==> src/rtl/module_bcd_7seg_scan_if.sv <==
// Digit-capture and display-drive bundle for the 3-digit seven-segment scanner.
// The master side supplies BCD digits and the strobe; the slave side drives the display.
interface module_bcd_7seg_scan_if;
    logic       LOAD;
    logic [3:0] UNIDADES;
    logic [3:0] DECENAS;
    logic [3:0] CENTENAS;
    logic [6:0] SEG;
    logic [2:0] AN;
    logic       ERROR;

    modport master (
        output LOAD, UNIDADES, DECENAS, CENTENAS,
        input  SEG, AN, ERROR
    );

    modport slave (
        input  LOAD, UNIDADES, DECENAS, CENTENAS,
        output SEG, AN, ERROR
    );
endinterface

==> src/rtl/module_bcd_7seg_scan.sv <==
// Time-multiplexed 3-digit common-anode seven-segment driver with a dark guard
// cycle at the start of every digit slot and optional leading-zero blanking.
module module_bcd_7seg_scan #(
    parameter int unsigned REFRESH_COUNT = 100000,
    parameter bit          BLANK_ZEROS   = 1'b1
) (
    input logic CLK,
    input logic RST_N,
    module_bcd_7seg_scan_if.slave bus
);
    localparam int unsigned CW = $clog2(REFRESH_COUNT);
    localparam logic [CW-1:0] LAST = CW'(REFRESH_COUNT - 1);

    typedef enum logic [1:0] {
        SLOT_UNITS    = 2'd0,
        SLOT_TENS     = 2'd1,
        SLOT_HUNDREDS = 2'd2
    } slot_t;

    slot_t         idx;
    logic [CW-1:0] cnt;
    logic [3:0]    u_q;
    logic [3:0]    d_q;
    logic [3:0]    c_q;
    logic [6:0]    seg_q;
    logic [2:0]    an_q;
    logic          err_q;

    logic          blank_h;
    logic          blank_t;

    // Codes above 9 render as a dash rather than a digit.
    function automatic logic [6:0] seg_of(input logic [3:0] v);
        logic [6:0] s;
        case (v)
            4'd0:    s = 7'b1000000;
            4'd1:    s = 7'b1111001;
            4'd2:    s = 7'b0100100;
            4'd3:    s = 7'b0110000;
            4'd4:    s = 7'b0011001;
            4'd5:    s = 7'b0010010;
            4'd6:    s = 7'b0000010;
            4'd7:    s = 7'b1111000;
            4'd8:    s = 7'b0000000;
            4'd9:    s = 7'b0010000;
            default: s = 7'b0111111;
        endcase
        return s;
    endfunction

    always_comb begin
        blank_h = BLANK_ZEROS && (c_q == 4'd0);
        blank_t = BLANK_ZEROS && (c_q == 4'd0) && (d_q == 4'd0);
    end

    always_ff @(posedge CLK) begin
        if (!RST_N) begin
            cnt   <= '0;
            idx   <= SLOT_UNITS;
            u_q   <= '0;
            d_q   <= '0;
            c_q   <= '0;
            seg_q <= '1;
            an_q  <= '1;
            err_q <= 1'b0;
        end else begin
            if (cnt == LAST) begin
                cnt <= '0;
                case (idx)
                    SLOT_UNITS: idx <= SLOT_TENS;
                    SLOT_TENS:  idx <= SLOT_HUNDREDS;
                    default:    idx <= SLOT_UNITS;
                endcase
            end else begin
                cnt <= cnt + CW'(1);
            end

            if (bus.LOAD) begin
                u_q <= bus.UNIDADES;
                d_q <= bus.DECENAS;
                c_q <= bus.CENTENAS;
            end

            err_q <= (u_q > 4'd9) || (d_q > 4'd9) || (c_q > 4'd9);

            // Outputs come from pre-edge cnt/idx/digits, so each slot opens with one dark cycle.
            if (cnt == '0) begin
                an_q  <= '1;
                seg_q <= '1;
            end else begin
                case (idx)
                    SLOT_UNITS: begin
                        an_q  <= 3'b110;
                        seg_q <= seg_of(u_q);
                    end
                    SLOT_TENS: begin
                        an_q  <= blank_t ? 3'b111 : 3'b101;
                        seg_q <= blank_t ? 7'b1111111 : seg_of(d_q);
                    end
                    default: begin
                        an_q  <= blank_h ? 3'b111 : 3'b011;
                        seg_q <= blank_h ? 7'b1111111 : seg_of(c_q);
                    end
                endcase
            end
        end
    end

    assign bus.SEG   = seg_q;
    assign bus.AN    = an_q;
    assign bus.ERROR = err_q;
endmodule
==> src/flat_wrapper.sv <==
// flat-port wrapper written by rule: the top's interface ports become plain ports
module module_bcd_7seg_scan_flat 
#(
    parameter int unsigned REFRESH_COUNT = 100000,
    parameter bit          BLANK_ZEROS   = 1'b1
)
  (CLK, RST_N, bus_LOAD, bus_UNIDADES, bus_DECENAS, bus_CENTENAS, bus_SEG, bus_AN, bus_ERROR);
  module_bcd_7seg_scan_if bus_i ();
  input logic CLK;
  input logic RST_N;
  input wire logic [$bits(bus_i.LOAD)-1:0] bus_LOAD;
  input wire logic [$bits(bus_i.UNIDADES)-1:0] bus_UNIDADES;
  input wire logic [$bits(bus_i.DECENAS)-1:0] bus_DECENAS;
  input wire logic [$bits(bus_i.CENTENAS)-1:0] bus_CENTENAS;
  output wire logic [$bits(bus_i.SEG)-1:0] bus_SEG;
  output wire logic [$bits(bus_i.AN)-1:0] bus_AN;
  output wire logic [$bits(bus_i.ERROR)-1:0] bus_ERROR;
  assign bus_i.LOAD = bus_LOAD;
  assign bus_i.UNIDADES = bus_UNIDADES;
  assign bus_i.DECENAS = bus_DECENAS;
  assign bus_i.CENTENAS = bus_CENTENAS;
  assign bus_SEG = bus_i.SEG;
  assign bus_AN = bus_i.AN;
  assign bus_ERROR = bus_i.ERROR;
  module_bcd_7seg_scan #(.REFRESH_COUNT(REFRESH_COUNT), .BLANK_ZEROS(BLANK_ZEROS)) u_core (.CLK(CLK), .RST_N(RST_N), .bus(bus_i));
endmodule
==> config.mk <==
export PLATFORM = sky130hd
export DESIGN_NAME = module_bcd_7seg_scan_flat
export DESIGN_NICKNAME = d
export VERILOG_FILES = /design/src/rtl/module_bcd_7seg_scan_if.sv /design/src/rtl/module_bcd_7seg_scan.sv /design/src/flat_wrapper.sv
export SDC_FILE = /design/constraint.sdc
export NUM_CORES = 1
export LEC_CHECK = 0
export CAP_MARGIN = 20
export CORE_MARGIN = 10
export CORE_UTILIZATION = 61
export CTS_CLUSTER_SIZE = 25
export DETAILED_ROUTE_END_ITERATION = 7
export MAX_ROUTING_LAYER = met4
export PLACE_DENSITY_LB_ADDON = 0.08
export SLEW_MARGIN = 20
export SYNTH_ARGS = -nofsm -noshare
export SYNTH_HDL_FRONTEND = slang
export SYNTH_SLANG_ARGS = --single-unit
==> constraint.sdc <==
create_clock -name CLK -period 4.58 [get_ports CLK]
set_input_delay 0.687 -clock CLK [delete_from_list [all_inputs] [get_ports CLK]]
set_output_delay 0.687 -clock CLK [all_outputs]
set_load 0.02 [all_outputs]
Word-level counts from Yosys, hierarchy flattened --
Memory sizes are Yosys's and may differ from the RTL's. A register that Yosys moved wholly into a read port is not among the register bits. Index checks and enable logic that the tools add are counted. Widths: inputs -> output; s select.
Word-level totals: register bits 42, word-level logic and storage cells 40, memory bits (writable) 0, input port bits 15, output and inout bits 11, memories 3, latch bits 0, ROM bits 336
Operators by class: multipliers 0, bitwise logic cells 1, magnitude comparators 3, div/mod/pow operators 0, equality and inequality tests 2, multiplexer cells 13, add/subtract/negate cells 1, shift operators 0, reductions and logical operators 9
Memory list:
- (name not given) | words 16, bits a word 7, read ports 1, clocked after Yosys merged registers in 1, write ports 0, RTL line module_bcd_7seg_scan.sv:35 | case (v)
- (name not given) | words 16, bits a word 7, read ports 1, clocked after Yosys merged registers in 1, write ports 0, RTL line module_bcd_7seg_scan.sv:35
- (name not given) | words 16, bits a word 7, read ports 1, clocked after Yosys merged registers in 1, write ports 0, RTL line module_bcd_7seg_scan.sv:35
Operators by type and width (number):
- $mux 4 | 6
- $add 17x1->17 const B | 1
- $eq 17x17->1 const B | 1
- $logic_not 17->1 | 1
- $mux 7 | 2
- $pmux 7 s2 | 1
- $gt 4x4->1 const B | 3
- $logic_not 4->1 | 2
- $pmux 3 s2 | 1
- $pmux 2 s2 | 1
- $reduce_or 2->1 | 2
- $mux 3 | 1
- $eq 2x1->1 const B | 1
- $logic_not 2->1 | 1
- $logic_or 1x1->1 | 2
- $mux 2 | 1
- $logic_and 1x1->1 | 1
- $not 1->1 | 1

Longest topological paths before layout --
word-level depth 4, mapped depth 9, gate-level depth less buffers 7

Worst setup path after synthesis --
Ideal clock, no wire load.
path kind input to register, from input RST_N, to register (tool-made name), required time 4.510 ns, library setup time 0.070 ns, stages 9, arrival 1.986 ns, path slack 2.524 ns, buffers on the path 2, cell sequence buf_2 -> inv_1 -> buf_2 -> nor2_1 -> inv_1 -> ha_1 -> o21ai_0 -> o21ai_0 -> a21oi_1
RTL lines:
- start: declaration | RTL line flat_wrapper.sv:10 | input logic RST_N;

==> results.json <==
{
  "layout_min_cycle_time_ns": 2.67,
  "grt-ovfl-total": 0,
  "cp_common_cell": "o21ai_0",
  "drtAntennaViolNets": 0,
  "dp_slack_ns": 1.63,
  "finalCritPeriodShare_pct": 58.4,
  "grt_first_pass_wirelength_mm": 9.68,
  "drv_slew": 0,
  "ios": 26,
  "vias": 2139,
  "instances_no_fill": 381,
  "cts-htree-levels": 3,
  "hold_violations": 0,
  "grt_use_total_pct": 16.2,
  "first_pass_iters": 4,
  "wl_mm": 5.61,
  "ctsResizeCount": 0,
  "worst_slack_ns": 1.91,
  "place_hpwl_mm": 4.10,
  "critPathTopFamily": "buffers and inverters",
  "outcome": "completed",
  "worst_clock_skew_ns": 0.00582,
  "worst_pin_slew_ns": 0.878,
  "required_ns": 4.84,
  "critical_path_class": "in -> reg",
  "syn_avg_cell_area_sq_um": 9.31,
  "portBuffers": 25,
  "startpoint_type": "primary input",
  "die_area_sq_mm": 0.00776,
  "setup-tns-final_ns": 0,
  "hold_buffers": 0,
  "gp_congestion": 0.801,
  "clockRootBuffer": "clkbuf_8",
  "chipHeight_um": 88.1,
  "clock_sink_count": 63,
  "cts_buffers": 9,
  "ys_ff_latch": 63,
  "nets": 358,
  "grt_pass1_vias": 2042,
  "leakagePower_nw": 1.32,
  "antenna_found_initial": 0,
  "wl_met1_mm": 3.00,
  "num_rows": 24,
  "ys_seq_area_share_pct": 44.6,
  "antenna_cells": 0,
  "worstPathArrival_ns": 2.93,
  "max-cap-violations": 0,
  "yosysWarningCount": 0,
  "fillCellCount": 351,
  "worstPathCellList": "clkdlybuf4s50_1, mux2i_1, nor2_1, inv_1, ha_1, o21ai_0, o21ai_0, a21oi_1",
  "cts_setup_buffers": 0,
  "core_sq_mm": 0.00441,
  "crit_buf_inv": 2,
  "cts_tree": "done",
  "max_freq_mhz": 374,
  "syn_inst": 304,
  "peakVddDrop_mv": 0.198,
  "met3_length_um": 328,
  "area_delta_synth_final_pct": 13.7,
  "synth_nets": 336,
  "drive_above_1_share_pct": 9.12,
  "crit_path_end_kind": "register",
  "dp_cells": 367,
  "power.density_mw_per_mm2": 351,
  "synth_area_sq_mm": 0.00283,
  "insertion_delay_ns": 0.33,
  "die_w_um": 88.1,
  "relSlewSlack_pct": 41.3,
  "max_stage_delay_ns": 0.88,
  "critPathSlowestCell": "clkdlybuf4s50_1",
  "hp-class": "reg -> reg",
  "grt_max_degree": 20,
  "netlist-cell-type-count": 38,
  "dr_wl_met2_mm": 2.25,
  "clk_path_buf_depth": 2,
  "clkTransAtPathRegs_ns": 0.06,
  "rsz0062_at_grt": "false",
  "worstPathMaxFanout": 12,
  "routed.top_layer": "met4",
  "drc": 0,
  "route.detailed.wl_per_inst_um": 14.7,
  "start_util_pct": 64.1,
  "viasPerCell": 5.61,
  "setup_viol_count_final": 0,
  "drtIter0Drc": 188
}
[worst reg2reg max path, cell delays in order, from the launching register on]
cell     delay (ns)
dfxtp_1        0.39
ha_1           0.25
nand4_1        0.20
o41ai_4        0.83
nor2_1         0.11
[cell families (layout without fill, tap and decap cells)]
family | count (synthesis) | in the layout | synth area share, %
AO/OA/AOI/OAI | 61 | 61 | 13.5
XOR/XNOR | 12 | 12 | 3.72
adder cells (fa/ha/maj) | 17 | 17 | 7.52
buffers and inverters | 36 | 61 | 5.84
flip-flops | 63 | 63 | 44.6
multiplexers | 23 | 23 | 8.54
AND/OR/NAND/NOR | 92 | 92 | 16.3
[layer usage]
metal / up-vias / global-route usage [%]
li1: 1105 / -
met1: 975 / 22.3
met2: 55 / 21.4
met3: 4 / 5.29
met4: 0 / 5.85
met5: - / -
[cell usage after synthesis]
cell type  instances  area share (%)
dfxtp_1           63              45
nor2_1            28             3.7
inv_1             21             2.8
o21ai_0           20             3.5
nand2_1           19             2.5
ha_1              17             7.5
a21oi_1           14             2.5
mux2i_1           14             5.0
nand3_1           11             1.9
o22ai_1           10             2.2
mux2_2             9             3.6
nor3_1             7             1.2
o211ai_1           7             1.9
xnor2_1            7             2.2
buf_2              6             1.1
clkbuf_1           5            0.66
nand4_1            5             1.1
nor4_1             5             1.1
xor2_1             5             1.5
a211oi_1           3            0.80
nand2b_1           3            0.66
and3_1             2            0.44
and4_1             2            0.62
buf_4              2            0.53
buf_6              2            0.80
o31ai_1            2            0.53
or3_1              2            0.44
or4_1              2            0.53
or4_4              2            0.80
a21oi_2            1            0.31
a31oi_1            1            0.22
nand3_2            1            0.35
nand3b_1           1            0.27
nor4b_1            1            0.31
o21ai_2            1            0.31
o31a_1             1            0.31
o41ai_4            1            0.97
or2_1              1            0.22
[worst paths after layout]
kind / startpoint / endpoint / slack [ns] / depth (start not counted)
min: u_core.cnt[0] / u_core.cnt[0] / 0.48 / 1
max reg2reg: u_core.cnt[0] / u_core.cnt[9] / 2.66 / 4
min reg2reg: u_core.cnt[0] / u_core.cnt[0] / 0.48 / 1
max: bus_LOAD / register / 1.91 / 8
[cell type report]
cell class / count / area [sq um] / share of cell area [%]
multi-input cells: 205 / 1400 / 43.6
flip-flops and latches: 63 / 1260 / 39.2
repair buffers: 26 / 258 / 8.01
clock buffers: 9 / 124 / 3.85
inverters: 21 / 78.8 / 2.45
well taps: 52 / 65.1 / 2.02
clock inverters: 5 / 27.5 / 0.856
[power by group]
part	internal, mW	switching, mW
Sequential	0.587	0.0165
Combinational	0.0666	0.0775
Clock	0.186	0.197
[layout by cell type (no fill, tap or decap), types with 4 or more instances in the layout]
| cell type | count |
|---|---|
| mux2_2 | 9 |
| ha_1 | 17 |
| o22ai_1 | 10 |
| nor2_1 | 28 |
| nor4_1 | 5 |
| o21ai_0 | 20 |
| xor2_1 | 5 |
| clkdlybuf4s50_1 | 25 |
| inv_1 | 21 |
| clkbuf_8 | 9 |
| nand3_1 | 11 |
| xnor2_1 | 7 |
| nand2_1 | 19 |
| clkinv_2 | 4 |
| nor3_1 | 7 |
| dfxtp_1 | 63 |
| nand4_1 | 5 |
| a21oi_1 | 14 |
| mux2i_1 | 14 |
| o211ai_1 | 7 |
[stage by stage]
step           util, %  hold slack (ns)  power (mW)  area, sq um
2_1_floorplan        -            0.441       0.708         2830
3_3_place_gp      69.4            0.459       0.755         3070
3_5_place_dp      69.4            0.472       0.757         3070
4_1_cts           72.9            0.489        1.14         3220
5_1_grt           72.9            0.518        1.19         3220
6_report          72.9            0.483        1.13         3220
Power figures use the tool's default switching activity.
